File: config.mk
export PLATFORM = sky130hd
export DESIGN_NAME = can_bit_timing_gen_flat
export DESIGN_NICKNAME = d
export VERILOG_FILES = /design/src/rtl/can_timing_pkg.sv /design/src/rtl/can_bit_timing_gen_if.sv /design/src/rtl/can_tq_prescaler.sv /design/src/rtl/can_bit_timing_gen.sv /design/src/flat_wrapper.sv
export SDC_FILE = /design/constraint.sdc
export NUM_CORES = 1
export LEC_CHECK = 0
export BUFFER_PORTS_ARGS = -buffer_cell sky130_fd_sc_hd__buf_2
export CORE_MARGIN = 5
export CORE_UTILIZATION = 51
export DETAILED_ROUTE_END_ITERATION = 10
export GPL_TIMING_DRIVEN = 0
export MAX_ROUTING_LAYER = met4
export PLACE_DENSITY = 0.7
export SETUP_SLACK_MARGIN = 0.15
export SLEW_MARGIN = 20
export SYNTH_ARGS = -nofsm -noshare
export SYNTH_HDL_FRONTEND = slang
export SYNTH_SLANG_ARGS = --single-unit
File: constraint.sdc
create_clock -name clk -period 5.8 [get_ports clk]
set_input_delay 1.16 -clock clk [delete_from_list [all_inputs] [get_ports clk]]
set_output_delay 1.16 -clock clk [all_outputs]
set_load 0.01 [all_outputs]
File: src/rtl/can_timing_pkg.sv
// can_timing_pkg: shared widths, bit-state encoding and helpers for the CAN bit-timing engine
// Provides default field widths, the IDLE/SYNC/TSEG1/TSEG2 encoding and an unsigned min.
package can_timing_pkg;
  localparam int BRP_W = 6;
  localparam int TSEG1_W = 4;
  localparam int TSEG2_W = 3;
  localparam int SJW_W = 2;
  localparam int CNT_W = (TSEG1_W > TSEG2_W ? TSEG1_W : TSEG2_W) + 1;
  typedef enum logic [1:0] {IDLE = 2'd0, SYNC = 2'd1, TSEG1 = 2'd2, TSEG2 = 2'd3} bit_state_e;
  function automatic logic [CNT_W-1:0] umin(input logic [CNT_W-1:0] a, input logic [CNT_W-1:0] b);
    return a < b ? a : b;
  endfunction
endpackage

File: src/rtl/can_bit_timing_gen_if.sv
// can_bit_timing_gen_if: config, rx and timing outputs of the CAN bit-timing engine
// master drives cfg_*/rx/hard_sync_en and observes the timing outputs; slave is the engine.
interface can_bit_timing_gen_if;
  import can_timing_pkg::*;
  logic               cfg_en;
  logic [BRP_W-1:0]   cfg_brp;
  logic [TSEG1_W-1:0] cfg_tseg1;
  logic [TSEG2_W-1:0] cfg_tseg2;
  logic [SJW_W-1:0]   cfg_sjw;
  logic               rx;
  logic               hard_sync_en;
  logic               tq_tick;
  logic               tx_point;
  logic               sample_pulse;
  logic               sample_bit;
  logic [1:0]         bit_state;
  logic               cfg_err;
  modport master (
    output cfg_en, cfg_brp, cfg_tseg1, cfg_tseg2, cfg_sjw, rx, hard_sync_en,
    input  tq_tick, tx_point, sample_pulse, sample_bit, bit_state, cfg_err
  );
  modport slave (
    input  cfg_en, cfg_brp, cfg_tseg1, cfg_tseg2, cfg_sjw, rx, hard_sync_en,
    output tq_tick, tx_point, sample_pulse, sample_bit, bit_state, cfg_err
  );
endinterface

File: src/rtl/can_tq_prescaler.sv
// can_tq_prescaler: divides clk into time quanta of brp_i+1 cycles
// Ports: clk, rst; run_i enables counting; restart_i zeroes the count (hard sync);
// brp_i terminal count; tq_tick_o on the last clk of a tq; first_o on the first clk of a tq.
module can_tq_prescaler import can_timing_pkg::*; (
  input  logic             clk,
  input  logic             rst,
  input  logic             run_i,
  input  logic             restart_i,
  input  logic [BRP_W-1:0] brp_i,
  output logic             tq_tick_o,
  output logic             first_o
);
  logic [BRP_W-1:0] cnt_q, cnt_d;
  always_comb begin
    tq_tick_o = run_i && cnt_q == brp_i;
    first_o = cnt_q == '0;
    cnt_d = (restart_i || !run_i || tq_tick_o) ? '0 : cnt_q + 1'b1;
  end
  always_ff @(posedge clk) cnt_q <= rst ? '0 : cnt_d;
endmodule

File: src/rtl/can_bit_timing_gen.sv
// can_bit_timing_gen: CAN bit-timing engine with hard sync and SJW-limited resync
// Ports: clk, rst (sync, active high); bus (slave) carries config, rx, hard_sync_en in
// and tq_tick, tx_point, sample_pulse, sample_bit, bit_state, cfg_err out.
module can_bit_timing_gen import can_timing_pkg::*; (
  input logic                 clk,
  input logic                 rst,
  can_bit_timing_gen_if.slave bus
);
  bit_state_e state_q, state_d;
  logic en_q, rx_q, err_q, rs_done_q, smp_done_q, smp_q, sbit_q;
  logic [BRP_W-1:0] brp_q;
  logic [CNT_W-1:0] t1_q, t2_q, sjw_q, tq_q, tq_d, adj_q, adj_n, adj_d;
  logic rise, bad, fall, hard, resync, tick, first, last1, last2, seg_end, smp, clr;
  can_tq_prescaler u_pre (
    .clk(clk), .rst(rst), .run_i(state_q != IDLE), .restart_i(hard),
    .brp_i(brp_q), .tq_tick_o(tick), .first_o(first)
  );
  // adj is the per-segment phase correction: added to the TSEG1 end, removed from the TSEG2 end.
  // It takes effect in the same clk as the edge so a resync on a tq_tick is not a tq late.
  always_comb begin
    rise = bus.cfg_en && !en_q;
    bad = CNT_W'(bus.cfg_tseg2) < CNT_W'(bus.cfg_sjw) || CNT_W'(bus.cfg_tseg1) < CNT_W'(bus.cfg_tseg2);
    fall = rx_q && !bus.rx && state_q != IDLE && bus.cfg_en;
    hard = fall && bus.hard_sync_en;
    resync = fall && !bus.hard_sync_en && !rs_done_q && (state_q == TSEG1 || state_q == TSEG2);
    adj_n = !resync ? adj_q : state_q == TSEG1 ? umin(tq_q + 1'b1, sjw_q) : umin(t2_q + 1'b1 - tq_q, sjw_q);
    last1 = tq_q == t1_q + adj_n;
    last2 = tq_q + adj_n >= t2_q;
    // the sample point stays at the pre-edge TSEG1 end; a late edge on that tick still lengthens TSEG1
    smp = tick && !hard && bus.cfg_en && state_q == TSEG1 && tq_q == t1_q + adj_q && !smp_done_q;
    seg_end = tick && (state_q == SYNC || (state_q == TSEG1 && last1) || (state_q == TSEG2 && last2));
    state_d = !bus.cfg_en ? IDLE : rise ? (bad ? IDLE : SYNC) : hard ? SYNC : !seg_end ? state_q :
              state_q == SYNC ? TSEG1 : state_q == TSEG1 ? TSEG2 : SYNC;
    clr = hard || seg_end || state_q == IDLE;
    tq_d = clr ? '0 : tick ? tq_q + 1'b1 : tq_q;
    adj_d = clr ? '0 : adj_n;
  end
  always_ff @(posedge clk) begin
    if (rst) begin
      state_q <= IDLE;
      en_q <= 1'b0;
      rx_q <= 1'b1;
      err_q <= 1'b0;
      rs_done_q <= 1'b0;
      smp_done_q <= 1'b0;
      smp_q <= 1'b0;
      sbit_q <= 1'b1;
      brp_q <= '0;
      t1_q <= '0;
      t2_q <= '0;
      sjw_q <= '0;
      tq_q <= '0;
      adj_q <= '0;
    end else begin
      state_q <= state_d;
      en_q <= bus.cfg_en;
      rx_q <= bus.rx;
      if (rise) begin
        brp_q <= bus.cfg_brp;
        t1_q <= CNT_W'(bus.cfg_tseg1);
        t2_q <= CNT_W'(bus.cfg_tseg2);
        sjw_q <= CNT_W'(bus.cfg_sjw) + 1'b1;
        err_q <= bad;
      end
      tq_q <= tq_d;
      adj_q <= adj_d;
      rs_done_q <= state_q != SYNC && (rs_done_q || resync);
      smp_done_q <= state_q != SYNC && (smp_done_q || smp);
      smp_q <= smp;
      if (smp) sbit_q <= bus.rx;
    end
  end
  assign bus.tq_tick = tick;
  assign bus.tx_point = state_q == SYNC && first;
  assign bus.sample_pulse = smp_q;
  assign bus.sample_bit = sbit_q;
  assign bus.bit_state = state_q;
  assign bus.cfg_err = err_q;
endmodule
File: src/flat_wrapper.sv
// flat-port wrapper written by rule: the top's interface ports become plain ports
module can_bit_timing_gen_flat import can_timing_pkg::*;
  (clk, rst, bus_cfg_en, bus_cfg_brp, bus_cfg_tseg1, bus_cfg_tseg2, bus_cfg_sjw, bus_rx, bus_hard_sync_en, bus_tq_tick, bus_tx_point, bus_sample_pulse, bus_sample_bit, bus_bit_state, bus_cfg_err);
  can_bit_timing_gen_if bus_i ();
  input logic clk;
  input logic rst;
  input wire logic [$bits(bus_i.cfg_en)-1:0] bus_cfg_en;
  input wire logic [$bits(bus_i.cfg_brp)-1:0] bus_cfg_brp;
  input wire logic [$bits(bus_i.cfg_tseg1)-1:0] bus_cfg_tseg1;
  input wire logic [$bits(bus_i.cfg_tseg2)-1:0] bus_cfg_tseg2;
  input wire logic [$bits(bus_i.cfg_sjw)-1:0] bus_cfg_sjw;
  input wire logic [$bits(bus_i.rx)-1:0] bus_rx;
  input wire logic [$bits(bus_i.hard_sync_en)-1:0] bus_hard_sync_en;
  output wire logic [$bits(bus_i.tq_tick)-1:0] bus_tq_tick;
  output wire logic [$bits(bus_i.tx_point)-1:0] bus_tx_point;
  output wire logic [$bits(bus_i.sample_pulse)-1:0] bus_sample_pulse;
  output wire logic [$bits(bus_i.sample_bit)-1:0] bus_sample_bit;
  output wire logic [$bits(bus_i.bit_state)-1:0] bus_bit_state;
  output wire logic [$bits(bus_i.cfg_err)-1:0] bus_cfg_err;
  assign bus_i.cfg_en = bus_cfg_en;
  assign bus_i.cfg_brp = bus_cfg_brp;
  assign bus_i.cfg_tseg1 = bus_cfg_tseg1;
  assign bus_i.cfg_tseg2 = bus_cfg_tseg2;
  assign bus_i.cfg_sjw = bus_cfg_sjw;
  assign bus_i.rx = bus_rx;
  assign bus_i.hard_sync_en = bus_hard_sync_en;
  assign bus_tq_tick = bus_i.tq_tick;
  assign bus_tx_point = bus_i.tx_point;
  assign bus_sample_pulse = bus_i.sample_pulse;
  assign bus_sample_bit = bus_i.sample_bit;
  assign bus_bit_state = bus_i.bit_state;
  assign bus_cfg_err = bus_i.cfg_err;
  can_bit_timing_gen u_core (.clk(clk), .rst(rst), .bus(bus_i));
endmodule
==> impl_metrics.ini <==
[clock_network]
clkLatencyLatePin_ns = 0.30
postCtsHoldBufs = 0
cts_buffers = 5
cts_tree = built
worst_setup_hold_path_clk_slew_ns = 0.09
cts.sinks = 41
root_buffer = clkbuf_8
clk_path_buf_depth = 2
htreeDepth = 2

[critical_path]
arrival_ns = 5.50
end_kind = flip-flop
critical_path_class = reg -> reg
crit_path_start = u_core.t2_q[0]$_SDFFE_PP0P_
start_kind = flip-flop
worstPathMaxFanout = 5
cp_cell_sequence = ha_1 -> inv_1 -> fa_1 -> inv_1 -> ha_1 -> a21boi_0 -> o21ai_0 -> nand2b_1 -> a2111oi_4 -> a21oi_1 -> a221oi_2 -> nor2_1 -> ha_1 -> inv_1 -> fa_1 -> inv_1 -> ha_1 -> a21oi_1 -> o22ai_1 -> a211o_1 -> o211ai_4 -> nand3_1 -> a21oi_1
r2r-start = u_core.t2_q[0]$_SDFFE_PP0P_
max_stage_delay_ns = 0.54
worstPathRequired_ns = 6.03
slowest_stage = fa_1

[timing]
hold_viol_final = 0
tns_ns = 0
finalSetupViolCount = 0
drv_slew = 0
slew_headroom = 0.684
grt_setup_unrepaired = false
fin_worst_skew_ns = 0.00913
clock.fmax_mhz = 190
worstMarginPinSlew_ns = 0.469
holdWs_ns = 0.455
period_minus_slack_ns = 5.27
finalCritPeriodShare = 0.909

[drt]
antenna_left = 0
via_per_inst = 5.37
route.detailed.drc = 0
drtIter0Drc = 119
wire_per_inst_um = 14.1
drt-total-wl_um = 6310
vias = 2399
drt_pass1_iterations = 4

[power]
p_comb_frac = 0.154
netSwitchingPower_uw = 166
power_frac_seq = 0.510
power_per_cell_area_mw_per_mm2 = 180
peakVddDrop_v = 0.000164
p_int_uw = 418
p_leak_uw = 0.00147
p_clk_frac = 0.336
swShare = 0.284

[place]
port_buffers = 26
hpwl_um = 5030
dpl_cell_area_mm2 = 0.00312
gp_congestion = 0.905
placedCellCount = 437

[synthesis]
ys_warn_count = 0
synth.net_count = 398
synth_top_area_cell = dfxtp_1
synth_seq_area_share = 0.283
synth-main-ff-cell = dfxtp_1
synth_area_leaders = dfxtp_1, ha_1, a21oi_1
syn_area_mm2 = 0.00290
synth_top_area_frac = 0.283
avgSynthCellArea_um2 = 8.56
synthArstFlopShare = 0
synth_cell_types = 51
syn_inst = 339
synth-seq-cells = 41
synth-edff-count = 0

[floorplan]
start_util = 0.527
die_x_um = 85.4
row_count = 27
pin_count = 27
die_y_um = 85.4
die_area_mm2 = 0.00730
core_area_mm2 = 0.00551

[global_route]
grt_pass1_vias = 2264
track_usage = 0.185
grt_pass1_wl_um = 10700
grt_overflow_total = 0
grt_start_max_net_pins = 16
antenna_found_initial = 0

[final_layout]
stdcell_count = 447
drive_above_1_share = 0.139
design_area_mm2 = 0.00324
diodes = 0
syn2layout_area_growth_pct = 11.6
fin_nets = 433

[hold_path]
hold_path_class = reg -> reg
hold_start = u_core.smp_done_q$_SDFF_PP0_

[run_status]
status = finished clean

[job]
max-cap-violations = 0
-- worst paths after layout --
| path | to | slack [ns] | cells past startpoint |
|---|---|---|---|
| worst max-delay path | u_core.tq_q[2]$_SDFFE_PP0P_ | 0.53 | 23 |
| worst min-delay path | u_core.bus.sample_pulse$_SDFF_PP0_ | 0.46 | 1 |
| worst max register to register | u_core.tq_q[2]$_SDFFE_PP0P_ | 0.53 | 23 |
| worst min register to register | u_core.bus.sample_pulse$_SDFF_PP0_ | 0.46 | 1 |
-- metal layers --
layer | global-route usage | part of all wire | vias to the layer above
met4 | 0.0460 | 0.013 | 0
met1 | 0.255 | 0.51 | 1102
met3 | 0.0311 | 0.043 | 6
met5 | - | 0 | -
li1 | - | - | 1240
met2 | 0.282 | 0.44 | 51
-- cell usage after synthesis (7+ instances only) --
cell type  number
nand2_1        42
a21o_1          8
xor2_1         14
inv_1          27
nor2_1         25
xnor2_1        17
dfxtp_1        41
nor3_1          7
nand3_1         7
ha_1           35
a21oi_1        32
-- layout make-up --
class / instances / area [um2]
Clock buffer: 5 / 68.8
Multi-Input combinational cell: 261 / 1950
Buffer: 9 / 37.5
Timing Repair Buffer: 28 / 145
Tap cell: 72 / 90.1
Inverter: 28 / 105
Fill cell: 523 / 2270
Sequential cell: 41 / 821
Clock inverter: 3 / 25.0
-- critical path, delay by kind of cell (launching register included) --
kind | cells | cell delay [ns]
AO/OA/AOI/OAI | 10 | 2.13
adder cells (fa/ha/maj) | 6 | 1.97
buffers and inverters | 4 | 0.24
flip-flops | 1 | 0.39
AND/OR/NAND/NOR | 3 | 0.50
-- power groups by stage --
stage	logic [uW]	registers [uW]	clock network [uW]
floorplan	61.7	302	0
global placement	83.2	304	0
detailed placement	85.3	304	0
CTS	85.8	298	200
global route	103	299	214
finish	90.2	298	196
-- what timing repair did --
action | in CTS | in global routing
hold endpoints to repair | 0 | 0
resized for setup | 0 | 1
setup buffers | 0 | 2
endpoints found under the setup margin | 0 | 5
-- cell usage in the layout (no fill, tap or decap), types with 4 or more instances in the layout --
| master | netlist | routed |
|---|---|---|
| nor3_1 | 7 | 7 |
| mux2i_1 | 4 | 4 |
| fa_1 | 4 | 4 |
| xor2_1 | 14 | 14 |
| ha_1 | 35 | 35 |
| a211oi_1 | 4 | 4 |
| a21o_1 | 8 | 8 |
| buf_2 | 3 | 29 |
| clkbuf_8 | 0 | 5 |
| dfxtp_1 | 41 | 41 |
| clkbuf_1 | 6 | 6 |
| nor2_1 | 25 | 25 |
| nand2b_1 | 5 | 5 |
| nand4_1 | 4 | 4 |
| and3_1 | 6 | 6 |
| o21ai_0 | 5 | 5 |
| inv_1 | 27 | 27 |
| xnor2_1 | 17 | 17 |
| o21a_1 | 4 | 4 |
| a21oi_1 | 32 | 32 |
| nand3_1 | 7 | 7 |
| nand2_1 | 42 | 42 |
-- state kept, by name, summed over array words and instances, names as in the netlist --
signal and cells:
u_core.brp_q 6, u_core.u_pre.cnt_q 6, u_core.adj_q 5, u_core.tq_q 5, u_core.t1_q 4, u_core.sjw_q 3
u_core.t2_q 3, u_core.bus.bit_state 2, u_core.bus.cfg_err 1, u_core.bus.sample_bit 1, u_core.bus.sample_pulse 1, u_core.en_q 1
u_core.rs_done_q 1, u_core.rx_q 1, u_core.smp_done_q 1
-- kinds of logic after synthesis --
| group | after synthesis | synth area share |
|---|---|---|
| AO/OA/AOI/OAI | 72 | 0.179 |
| XOR/XNOR | 32 | 0.102 |
| adder cells (fa/ha/maj) | 39 | 0.179 |
| buffers and inverters | 37 | 0.0492 |
| flip-flops | 41 | 0.283 |
| multiplexers | 4 | 0.0138 |
| AND/OR/NAND/NOR | 114 | 0.195 |
-- per-stage QoR --
stage               power (uW)  worst slack, ns  utilization
floorplan                  364             1.12            -
detailed placement         390            0.525        0.567
global route               617            0.134        0.588
CTS                        583            0.488        0.584
finish                     584            0.530        0.588
global placement           387            0.607        0.567
(Power assumes the default switching activity.)
